`src/rtl/seq_alu_pkg.sv`:
```
// Shared types for seq_alu: opcodes, FSM states, iterator mode and the
// single-cycle ALU function (operands zero-extended to MAXW bits).
package seq_alu_pkg;

  typedef enum logic [3:0] {
    OP_AND   = 4'd0,
    OP_OR    = 4'd1,
    OP_ADD   = 4'd2,
    OP_SLT   = 4'd3,
    OP_ADDU  = 4'd4,
    OP_SLL   = 4'd5,
    OP_SUB   = 4'd6,
    OP_SLTU  = 4'd7,
    OP_SRL   = 4'd8,
    OP_SRA   = 4'd9,
    OP_MULTU = 4'd10,
    OP_DIVU  = 4'd11
  } alu_op_t;

  typedef enum logic [1:0] {
    IDLE = 2'd0,
    MUL  = 2'd1,
    DIV  = 2'd2,
    DONE = 2'd3
  } alu_state_t;

  typedef enum logic {
    MODE_MUL = 1'b0,
    MODE_DIV = 1'b1
  } md_mode_t;

  localparam int unsigned MAXW = 64;
  localparam logic [MAXW-1:0] ONE_W  = {{(MAXW-1){1'b0}}, 1'b1};
  localparam logic [MAXW-1:0] ZERO_W = {MAXW{1'b0}};

  typedef struct packed {
    logic [MAXW-1:0] r;
    logic            cout;
    logic            ovf;
  } sc_res_t;

  // The live width is a run-time argument so one function serves any WIDTH <= MAXW.
  function automatic sc_res_t alu_single(input logic [3:0]      op,
                                         input logic [MAXW-1:0] a,
                                         input logic [MAXW-1:0] b,
                                         input int unsigned     shamt,
                                         input int unsigned     width);
    logic [MAXW-1:0] mask;
    logic [MAXW-1:0] msb;
    logic [MAXW-1:0] sext;
    logic [MAXW-1:0] sra;
    logic [MAXW:0]   wide;
    logic [MAXW:0]   carry;
    logic            sa;
    logic            sb;
    logic            big;
    sc_res_t         o;
    mask   = (width >= MAXW) ? {MAXW{1'b1}} : ((ONE_W << width) - ONE_W);
    msb    = ONE_W << (width - 32'd1);
    sa     = |(a & msb);
    sb     = |(b & msb);
    big    = (shamt >= width);
    sext   = sa ? (a | ~mask) : a;
    sra    = $signed(sext) >>> shamt;
    wide   = {1'b0, a} + {1'b0, b};
    carry  = wide >> width;
    o.r    = ZERO_W;
    o.cout = 1'b0;
    o.ovf  = 1'b0;
    case (op)
      OP_AND:  o.r = a & b;
      OP_OR:   o.r = a | b;
      OP_ADD: begin
        o.r    = wide[MAXW-1:0] & mask;
        o.cout = carry[0];
        o.ovf  = (sa == sb) && ((|(o.r & msb)) != sa);
      end
      OP_ADDU: begin
        o.r    = wide[MAXW-1:0] & mask;
        o.cout = carry[0];
        o.ovf  = carry[0];
      end
      OP_SUB: begin
        o.r    = (a - b) & mask;
        o.cout = (a < b);
        o.ovf  = (sa != sb) && ((|(o.r & msb)) != sa);
      end
      OP_SLT:  o.r = (sa != sb) ? (sa ? ONE_W : ZERO_W) : ((a < b) ? ONE_W : ZERO_W);
      OP_SLTU: o.r = (a < b) ? ONE_W : ZERO_W;
      OP_SLL:  o.r = big ? ZERO_W : ((a << shamt) & mask);
      OP_SRL:  o.r = big ? ZERO_W : (a >> shamt);
      OP_SRA:  o.r = big ? (sa ? mask : ZERO_W) : (sra & mask);
      default: o.r = ZERO_W;
    endcase
    return o;
  endfunction

endpackage

```
`src/rtl/seq_alu_muldiv_iter.sv`:
```
// Shared WIDTH-bit iterative datapath: shift-add multiply or restoring divide.
// res_lo/res_hi expose the next step's value so the final step can be captured directly.
module muldiv_iter
  import seq_alu_pkg::*;
#(
  parameter int WIDTH = 32
) (
  input  logic             clk,
  input  logic             rst,
  input  logic             start,
  input  md_mode_t         mode,
  input  logic [WIDTH-1:0] a,
  input  logic [WIDTH-1:0] b,
  output logic             done,
  output logic [WIDTH-1:0] res_lo,
  output logic [WIDTH-1:0] res_hi
);

  localparam int CW = $clog2(WIDTH);
  localparam logic [CW-1:0] CNT_LAST = CW'(WIDTH - 1);
  localparam logic [CW-1:0] CNT_ONE  = {{(CW-1){1'b0}}, 1'b1};

  logic [CW-1:0]    cnt_r;
  logic             run_r;
  md_mode_t         mode_r;
  logic [WIDTH-1:0] lo_r;
  logic [WIDTH-1:0] hi_r;
  logic [WIDTH-1:0] b_r;
  logic [WIDTH:0]   sum_s;
  logic [WIDTH:0]   shl_s;
  logic [WIDTH:0]   diff_s;

  assign done = run_r && (cnt_r == CNT_LAST);

  // One iteration step; a set top bit of diff_s means the trial subtract went negative.
  always_comb begin
    sum_s  = {1'b0, hi_r} + (lo_r[0] ? {1'b0, b_r} : {(WIDTH+1){1'b0}});
    shl_s  = {hi_r, lo_r[WIDTH-1]};
    diff_s = shl_s - {1'b0, b_r};
    res_lo = lo_r;
    res_hi = hi_r;
    if (mode_r == MODE_DIV) begin
      if (diff_s[WIDTH]) begin
        res_hi = shl_s[WIDTH-1:0];
        res_lo = {lo_r[WIDTH-2:0], 1'b0};
      end else begin
        res_hi = diff_s[WIDTH-1:0];
        res_lo = {lo_r[WIDTH-2:0], 1'b1};
      end
    end else begin
      res_hi = sum_s[WIDTH:1];
      res_lo = {sum_s[0], lo_r[WIDTH-1:1]};
    end
  end

  // Operand load on start, then WIDTH steps counted 0..WIDTH-1.
  always_ff @(posedge clk or posedge rst) begin
    if (rst) begin
      cnt_r  <= {CW{1'b0}};
      run_r  <= 1'b0;
      mode_r <= MODE_MUL;
      lo_r   <= {WIDTH{1'b0}};
      hi_r   <= {WIDTH{1'b0}};
      b_r    <= {WIDTH{1'b0}};
    end else if (start) begin
      cnt_r  <= {CW{1'b0}};
      run_r  <= 1'b1;
      mode_r <= mode;
      lo_r   <= a;
      hi_r   <= {WIDTH{1'b0}};
      b_r    <= b;
    end else if (run_r) begin
      lo_r <= res_lo;
      hi_r <= res_hi;
      if (cnt_r == CNT_LAST) begin
        run_r <= 1'b0;
        cnt_r <= {CW{1'b0}};
      end else begin
        cnt_r <= cnt_r + CNT_ONE;
      end
    end
  end

endmodule

```
`src/rtl/seq_alu.sv`:
```
// Multi-cycle EX-stage ALU: single-cycle ops finish one cycle after acceptance,
// MULTU/DIVU iterate WIDTH cycles in muldiv_iter; results held until consumed.
module seq_alu
  import seq_alu_pkg::*;
#(
  parameter int WIDTH = 32,
  parameter int SHW   = $clog2(WIDTH)
) (
  input  logic             clk,
  input  logic             rst,
  input  logic             in_valid,
  output logic             in_ready,
  input  logic [3:0]       op,
  input  logic [WIDTH-1:0] a,
  input  logic [WIDTH-1:0] b,
  input  logic [SHW-1:0]   shamt,
  output logic             out_valid,
  input  logic             out_ready,
  output logic [WIDTH-1:0] R,
  output logic [WIDTH-1:0] hi,
  output logic             cout,
  output logic             ovf,
  output logic             ze,
  output logic             busy
);

  alu_state_t       state_r;
  alu_state_t       state_nxt_s;
  logic             accept_s;
  logic             is_mul_s;
  logic             is_div_s;
  logic             b_zero_s;
  logic             start_s;
  md_mode_t         mode_s;
  logic             iter_done_s;
  logic [WIDTH-1:0] iter_lo_s;
  logic [WIDTH-1:0] iter_hi_s;
  logic             iter_ze_s;
  sc_res_t          sc_s;
  logic [WIDTH-1:0] sc_r_s;
  logic [WIDTH-1:0] sc_hi_s;
  logic             sc_cout_s;
  logic             sc_ovf_s;
  logic             sc_ze_s;
  logic             unused_s;
  logic [WIDTH-1:0] r_r;
  logic [WIDTH-1:0] hi_r;
  logic             cout_r;
  logic             ovf_r;
  logic             ze_r;
  logic             out_valid_r;
  logic             busy_r;

  assign in_ready  = (state_r == IDLE) && !rst;
  assign accept_s  = in_valid && in_ready;
  assign is_mul_s  = (op == OP_MULTU);
  assign is_div_s  = (op == OP_DIVU);
  assign b_zero_s  = (b == {WIDTH{1'b0}});
  assign start_s   = accept_s && (is_mul_s || (is_div_s && !b_zero_s));
  assign mode_s    = is_mul_s ? MODE_MUL : MODE_DIV;
  assign iter_ze_s = (state_r == MUL) ? ({iter_hi_s, iter_lo_s} == {(2*WIDTH){1'b0}})
                                      : (iter_lo_s == {WIDTH{1'b0}});
  assign unused_s  = ^sc_s.r;

  muldiv_iter #(.WIDTH(WIDTH)) u_iter (
    .clk    (clk),
    .rst    (rst),
    .start  (start_s),
    .mode   (mode_s),
    .a      (a),
    .b      (b),
    .done   (iter_done_s),
    .res_lo (iter_lo_s),
    .res_hi (iter_hi_s)
  );

  // Result of a request that completes straight from IDLE (incl. divide by zero).
  always_comb begin
    sc_s      = alu_single(op, MAXW'(a), MAXW'(b), 32'(shamt), 32'(WIDTH));
    sc_r_s    = sc_s.r[WIDTH-1:0];
    sc_hi_s   = {WIDTH{1'b0}};
    sc_cout_s = sc_s.cout;
    sc_ovf_s  = sc_s.ovf;
    sc_ze_s   = 1'b0;
    case (op)
      OP_DIVU: begin
        sc_r_s    = {WIDTH{1'b1}};
        sc_hi_s   = a;
        sc_cout_s = 1'b0;
        sc_ovf_s  = 1'b1;
      end
      4'd12, 4'd13, 4'd14, 4'd15: sc_ze_s = 1'b0;
      default: sc_ze_s = (sc_r_s == {WIDTH{1'b0}});
    endcase
  end

  // Next-state selection.
  always_comb begin
    state_nxt_s = state_r;
    case (state_r)
      IDLE: begin
        if (accept_s) begin
          if (is_mul_s) begin
            state_nxt_s = MUL;
          end else if (is_div_s && !b_zero_s) begin
            state_nxt_s = DIV;
          end else begin
            state_nxt_s = DONE;
          end
        end else begin
          state_nxt_s = IDLE;
        end
      end
      MUL, DIV: begin
        if (iter_done_s) begin
          state_nxt_s = DONE;
        end else begin
          state_nxt_s = state_r;
        end
      end
      DONE: begin
        if (out_ready) begin
          state_nxt_s = IDLE;
        end else begin
          state_nxt_s = DONE;
        end
      end
      default: state_nxt_s = IDLE;
    endcase
  end

  // State register.
  always_ff @(posedge clk or posedge rst) begin
    if (rst) begin
      state_r <= IDLE;
    end else begin
      state_r <= state_nxt_s;
    end
  end

  // Output registers: loaded on single-cycle accept or the last iteration, else held.
  always_ff @(posedge clk or posedge rst) begin
    if (rst) begin
      r_r         <= {WIDTH{1'b0}};
      hi_r        <= {WIDTH{1'b0}};
      cout_r      <= 1'b0;
      ovf_r       <= 1'b0;
      ze_r        <= 1'b0;
      out_valid_r <= 1'b0;
      busy_r      <= 1'b0;
    end else begin
      out_valid_r <= (state_nxt_s == DONE);
      busy_r      <= (state_nxt_s == MUL) || (state_nxt_s == DIV);
      if (accept_s && !start_s) begin
        r_r    <= sc_r_s;
        hi_r   <= sc_hi_s;
        cout_r <= sc_cout_s;
        ovf_r  <= sc_ovf_s;
        ze_r   <= sc_ze_s;
      end else if (iter_done_s && ((state_r == MUL) || (state_r == DIV))) begin
        r_r    <= iter_lo_s;
        hi_r   <= iter_hi_s;
        cout_r <= 1'b0;
        ovf_r  <= 1'b0;
        ze_r   <= iter_ze_s;
      end
    end
  end

  assign R         = r_r;
  assign hi        = hi_r;
  assign cout      = cout_r;
  assign ovf       = ovf_r;
  assign ze        = ze_r;
  assign out_valid = out_valid_r;
  assign busy      = busy_r;

endmodule

```
`config.mk`:
```
export PLATFORM = sky130hd
export DESIGN_NAME = seq_alu
export DESIGN_NICKNAME = d
export VERILOG_FILES = /design/src/rtl/seq_alu_pkg.sv /design/src/rtl/seq_alu_muldiv_iter.sv /design/src/rtl/seq_alu.sv
export SDC_FILE = /design/constraint.sdc
export NUM_CORES = 1
export LEC_CHECK = 0
export CAP_MARGIN = 5
export CORE_MARGIN = 2
export CORE_UTILIZATION = 43
export DETAILED_ROUTE_END_ITERATION = 12
export PLACE_DENSITY = 0.7
export SLEW_MARGIN = 40
export SYNTH_ARGS = -nofsm -noshare
export SYNTH_HDL_FRONTEND = slang
export SYNTH_SLANG_ARGS = --single-unit
```
`constraint.sdc`:
```
create_clock -name clk -period 11.1 [get_ports clk]
set_input_delay 2.22 -clock clk [delete_from_list [all_inputs] [get_ports clk]]
set_output_delay 2.22 -clock clk [all_outputs]
set_load 0.02 [all_outputs]
```
==> reports/results.md <==
| Stage | Parameter | Value |
|:---|:---|:---|
| floorplan | Number of I/O pins | 147 |
| power and ir drop | Reg power frac | 17.9% |
| detailed routing | Number of DRC markers after the initial detailed-route iteration | 2944 |
| status | Status | finished clean |
| detailed routing | Vias per inst | 6.668 |
| worst setup path | Delay of the slowest critical-path stage | 0.92 ns |
| grt | Largest net degree at the start of global routing | 136 |
| power and ir drop | Pwr dens | 264.2 nW/um2 |
| sta | # setup viols final | 0 |
| cells and area | Share of layout cells above drive strength 1 | 7.319% |
| sta | Clock Skew | 0.01856 ns |
| placed design | Cell area after placement | 24580 um2 |
| worst setup path | CP Class | input port to register |
| detailed routing | Overall routed net length | 104000 um |
| floorplan | Width of the die | 233.7 um |
| clock tree | Clock transition at the registers of the reported paths | 0.09 ns |
| cells and area | Layout Area Growth over Synthesis | 11.22% |
| sta | Least-Margin Pin Slew | 0.9167 ns |
| logic synthesis | Count of cell types in the netlist | 92 |
| logic synthesis | Post-synthesis sequential area ratio | 19.20% |
| logic synthesis | Mean instance size in the synthesized netlist | 7.490 um2 |
| cells and area | Commonest cells after routing, fill and taps aside | sky130_fd_sc_hd__nand2_1, sky130_fd_sc_hd__nor2_1, sky130_fd_sc_hd__o21ai_0 |
| logic synthesis | Yosys top cell area share | 19.20% |
| hold path | Count of cells along the worst hold path | 2 |
| grt | Antenna violations before repair | 4 |
| power and ir drop | Overall power consumption | 6.664 mW |
| clock tree | CTS tree | done |
| hold path | Min-Delay Path Class | register to register |
| clock tree | Clock H-tree levels | 4 |
| grt | GRT Total Usage | 37.54% |
| placed design | GPL Wtd Cong | 1.076 |
| detailed routing | TritonRoute pass-1 iters | 7 |
| logic synthesis | Fraction of synthesis flops using an asynchronous set or reset pin | 100.0% |
| logic synthesis | Most common flop cell mapped by yosys | sky130_fd_sc_hd__dfrtp_1 |
| sta | Minimum clock period | 7.197 ns |
| clock tree | Root Driver | sky130_fd_sc_hd__clkbuf_16 |
| power and ir drop | Net switching power figure | 3.569 mW |
| floorplan | Standard-cell rows | 84 |
| placed design | Hpwl dp | 78530 um |
| clock tree | Clock latency of the later-clocked register in the worst-skew pair | 0.47 ns |
| cells and area | Nets@finish | 3271 |
| cells and area | Most common cell after layout, fill and taps aside | sky130_fd_sc_hd__nand2_1 |
| worst setup path | Largest driver fanout on the critical path | 13 |
| floorplan | Initial cell density of the core | 43.33% |
| clock tree | Setup Fix Bufs, Post-CTS | 0 |
| grt | First-pass GRT wire length | 152900 um |
| clock tree | # hold bufs at CTS | 0 |
| cells and area | Number of inserted filler cells in the final layout | 5304 |
| grt | GRT Residual Overflow | 0 |
| clock tree | Resized Gates After CTS | 0 |
| logic synthesis | Mapped cell area | 22680 um2 |
| run | Number of maximum-capacitance violations | 0 |
| placed design | Count of buffers inserted at the top-level ports | 146 |
| floorplan | Die extent in y | 233.7 um |
| grt | Number of global-route vias before repair | 23400 |
| logic synthesis | Cell type with the largest total area after synthesis | sky130_fd_sc_hd__dfrtp_1 |
| detailed routing | Total number of vias | 24850 |
| logic synthesis | Post-synthesis sequential element count | 174 |
| sta | Achievable frequency | 138.9 MHz |
| power and ir drop | Cell internal power dissipation | 3.095 mW |
| worst setup path | Worst reg2reg path depth | 17 |
| clock tree | Buffers from clock root to sink, at most | 2 |
| worst setup path | Data required time at the worst endpoint | 11.49 ns |
| power and ir drop | Comb pwr share | 72.5% |
| detailed routing | Wire length per cell after detailed routing | 27.92 um |
| sta | RSZ-0062 raised after global routing | false |
| worst setup path | Crit path capture type | register |
| sta | Number of hold violations in the final report | 0 |
| logic synthesis | Total nets after synthesis | 3279 |
| logic synthesis | Synthesis Warnings | 0 |
| clock tree | CTS sink cnt | 174 |
| power and ir drop | Leakage power | 10.65 nW |
| sta | Setup total negative slack | 0 ns |
| cells and area | Post-route cell area | 25230 um2 |
| floorplan | Area of the core | 52340 um2 |
| sta | Worst slew margin relative to its limit | 38.69% |
| worst setup path | Arrival time at the worst endpoint | 7.58 ns |
| power and ir drop | Proportion of total power due to net switching | 53.55% |
| worst setup path | Cell breakdown of the critical path | clkdlybuf4s50_1, inv_1, ha_1, nor2b_1, o311a_1, o41a_1, a21oi_2, a211oi_1, a311o_1, a222oi_1, o2111ai_1, or4_1, nor4_1, a41oi_1, a31oi_1 |
| worst setup path | Kind of start point of the critical path | input port |
| power and ir drop | Worst IR Drop VDD | 0.0001344 V |
| logic synthesis | EDFF count, synth | 0 |
| detailed routing | DRC violation count after routing | 0 |
| power and ir drop | Share of total power in the clock network | 9.6% |
| logic synthesis | Cell count after synthesis | 3028 |
| worst setup path | Slowest stage cell, crit path | sky130_fd_sc_hd__clkdlybuf4s50_1 |
| sta | Share of the cycle needed by the critical path after routing | 64.84% |
| detailed routing | Remaining number of nets flagged by the antenna check after routing | 0 |
| floorplan | Die footprint | 54600 um2 |
| logic synthesis | Synth area leaders | sky130_fd_sc_hd__dfrtp_1, sky130_fd_sc_hd__ha_1, sky130_fd_sc_hd__mux2i_1 |
| clock tree | Number of clock buffers inserted by TritonCTS | 17 |
| sta | Final slew viol count | 0 |
through the flow:
| stage | util [%] | cells | hold slack [ns] | worst slack [ns] |
|---|---|---|---|---|
| 6_report | 48.20 | 3726 | 0.4866 | 3.903 |
| 5_1_grt | 48.17 | 3721 | 0.5086 | 3.802 |
| 4_1_cts | 48.15 | 3721 | 0.4883 | 4.053 |
| 3_5_place_dp | 46.95 | 3689 | 0.4664 | 3.594 |
| 3_3_place_gp | 46.90 | 3689 | 0.4625 | 3.789 |
| 2_1_floorplan | - | 3028 | 0.4933 | 4.163 |
registers in the layout, summed over array words and instances, names as in the netlist, 2 cells and up:
name and cells:
R 32, hi 32, u_iter.b_r 32, u_iter.hi_r 32
u_iter.lo_r 32, u_iter.cnt_r 5, state_r 2
final cells by class:
cell class	instances	area, um2	area share (%)
diodes	5	12.51	0.04960
clock buffers	17	425.4	1.686
clock inverters	15	198.9	0.7887
inverters	174	665.6	2.639
multi-input cells	2452	16830	66.72
flip-flops and latches	174	4359	17.28
well taps	688	860.8	3.413
repair buffers	201	1872	7.420
synthesized netlist by cell type (all sizes together) (9+ instances only):
library cell	instances
a211o	12
a211oi	56
a21o	41
a21oi	233
a221oi	17
a22o	20
a22oi	12
a311oi	9
a31o	10
a31oi	35
and2	43
and3	15
buf	58
clkbuf	170
dfrtp	174
ha	170
inv	173
mux2	29
mux2i	165
mux4	39
nand2	296
nand2b	37
nand3	84
nand4	33
nor2	284
nor2b	30
nor3	66
nor3b	9
nor4	27
o2111ai	12
o211a	9
o211ai	43
o21a	23
o21ai	262
o21bai	13
o221ai	15
o22ai	25
o31ai	18
or2	16
or3	25
or4	11
xnor2	35
xor2	25
final timing paths:
path | from | to | slack (ns)
hold reg to reg | R[7] | R[7] | 0.49
max in group asynchronous | rst | u_iter.hi_r[1] | 7.75
hold / removal | R[7] | R[7] | 0.49
setup / recovery | a[7] | ze | 3.90
setup reg to reg | u_iter.lo_r[31] | ze | 5.63
min in group asynchronous | rst | u_iter.hi_r[27] | 2.27
worst max-delay path, delay by kind of cell:
| family | cells | cell delay, ns |
|---|---|---|
| compound gates | 9 | 2.87 |
| buf+inv | 2 | 1.02 |
| simple gates | 3 | 0.98 |
| fa+ha+maj | 1 | 0.50 |
kinds of logic after synthesis:
group / after synthesis / share of synthesized area, %
multiplexers: 233 / 12.59
AND/OR/NAND/NOR: 1013 / 21.33
XOR/XNOR: 60 / 2.317
adder cells (fa/ha/maj): 174 / 9.731
buffers and inverters: 402 / 6.918
flip-flops: 174 / 19.20
AO/OA/AOI/OAI: 972 / 27.91
power groups by stage:
stage	clock, mW	sequential (mW)	combinational (mW)
after global placement	0	1.19	4.68
after floorplan	0	1.17	3.30
after CTS	0.648	1.18	4.73
after detailed placement	0	1.19	4.70
final	0.641	1.19	4.83
after global routing	0.668	1.22	5.25
metal layers:
metal	up-vias	GRT usage [%]	wire length, um
li1	11130	-	-
met1	11990	48.97	42070
met2	1430	58.13	45730
met3	300	7.043	9606
met4	0	21.16	6627
met5	-	0	0
Note: power is estimated with default switching activity, not from simulation.
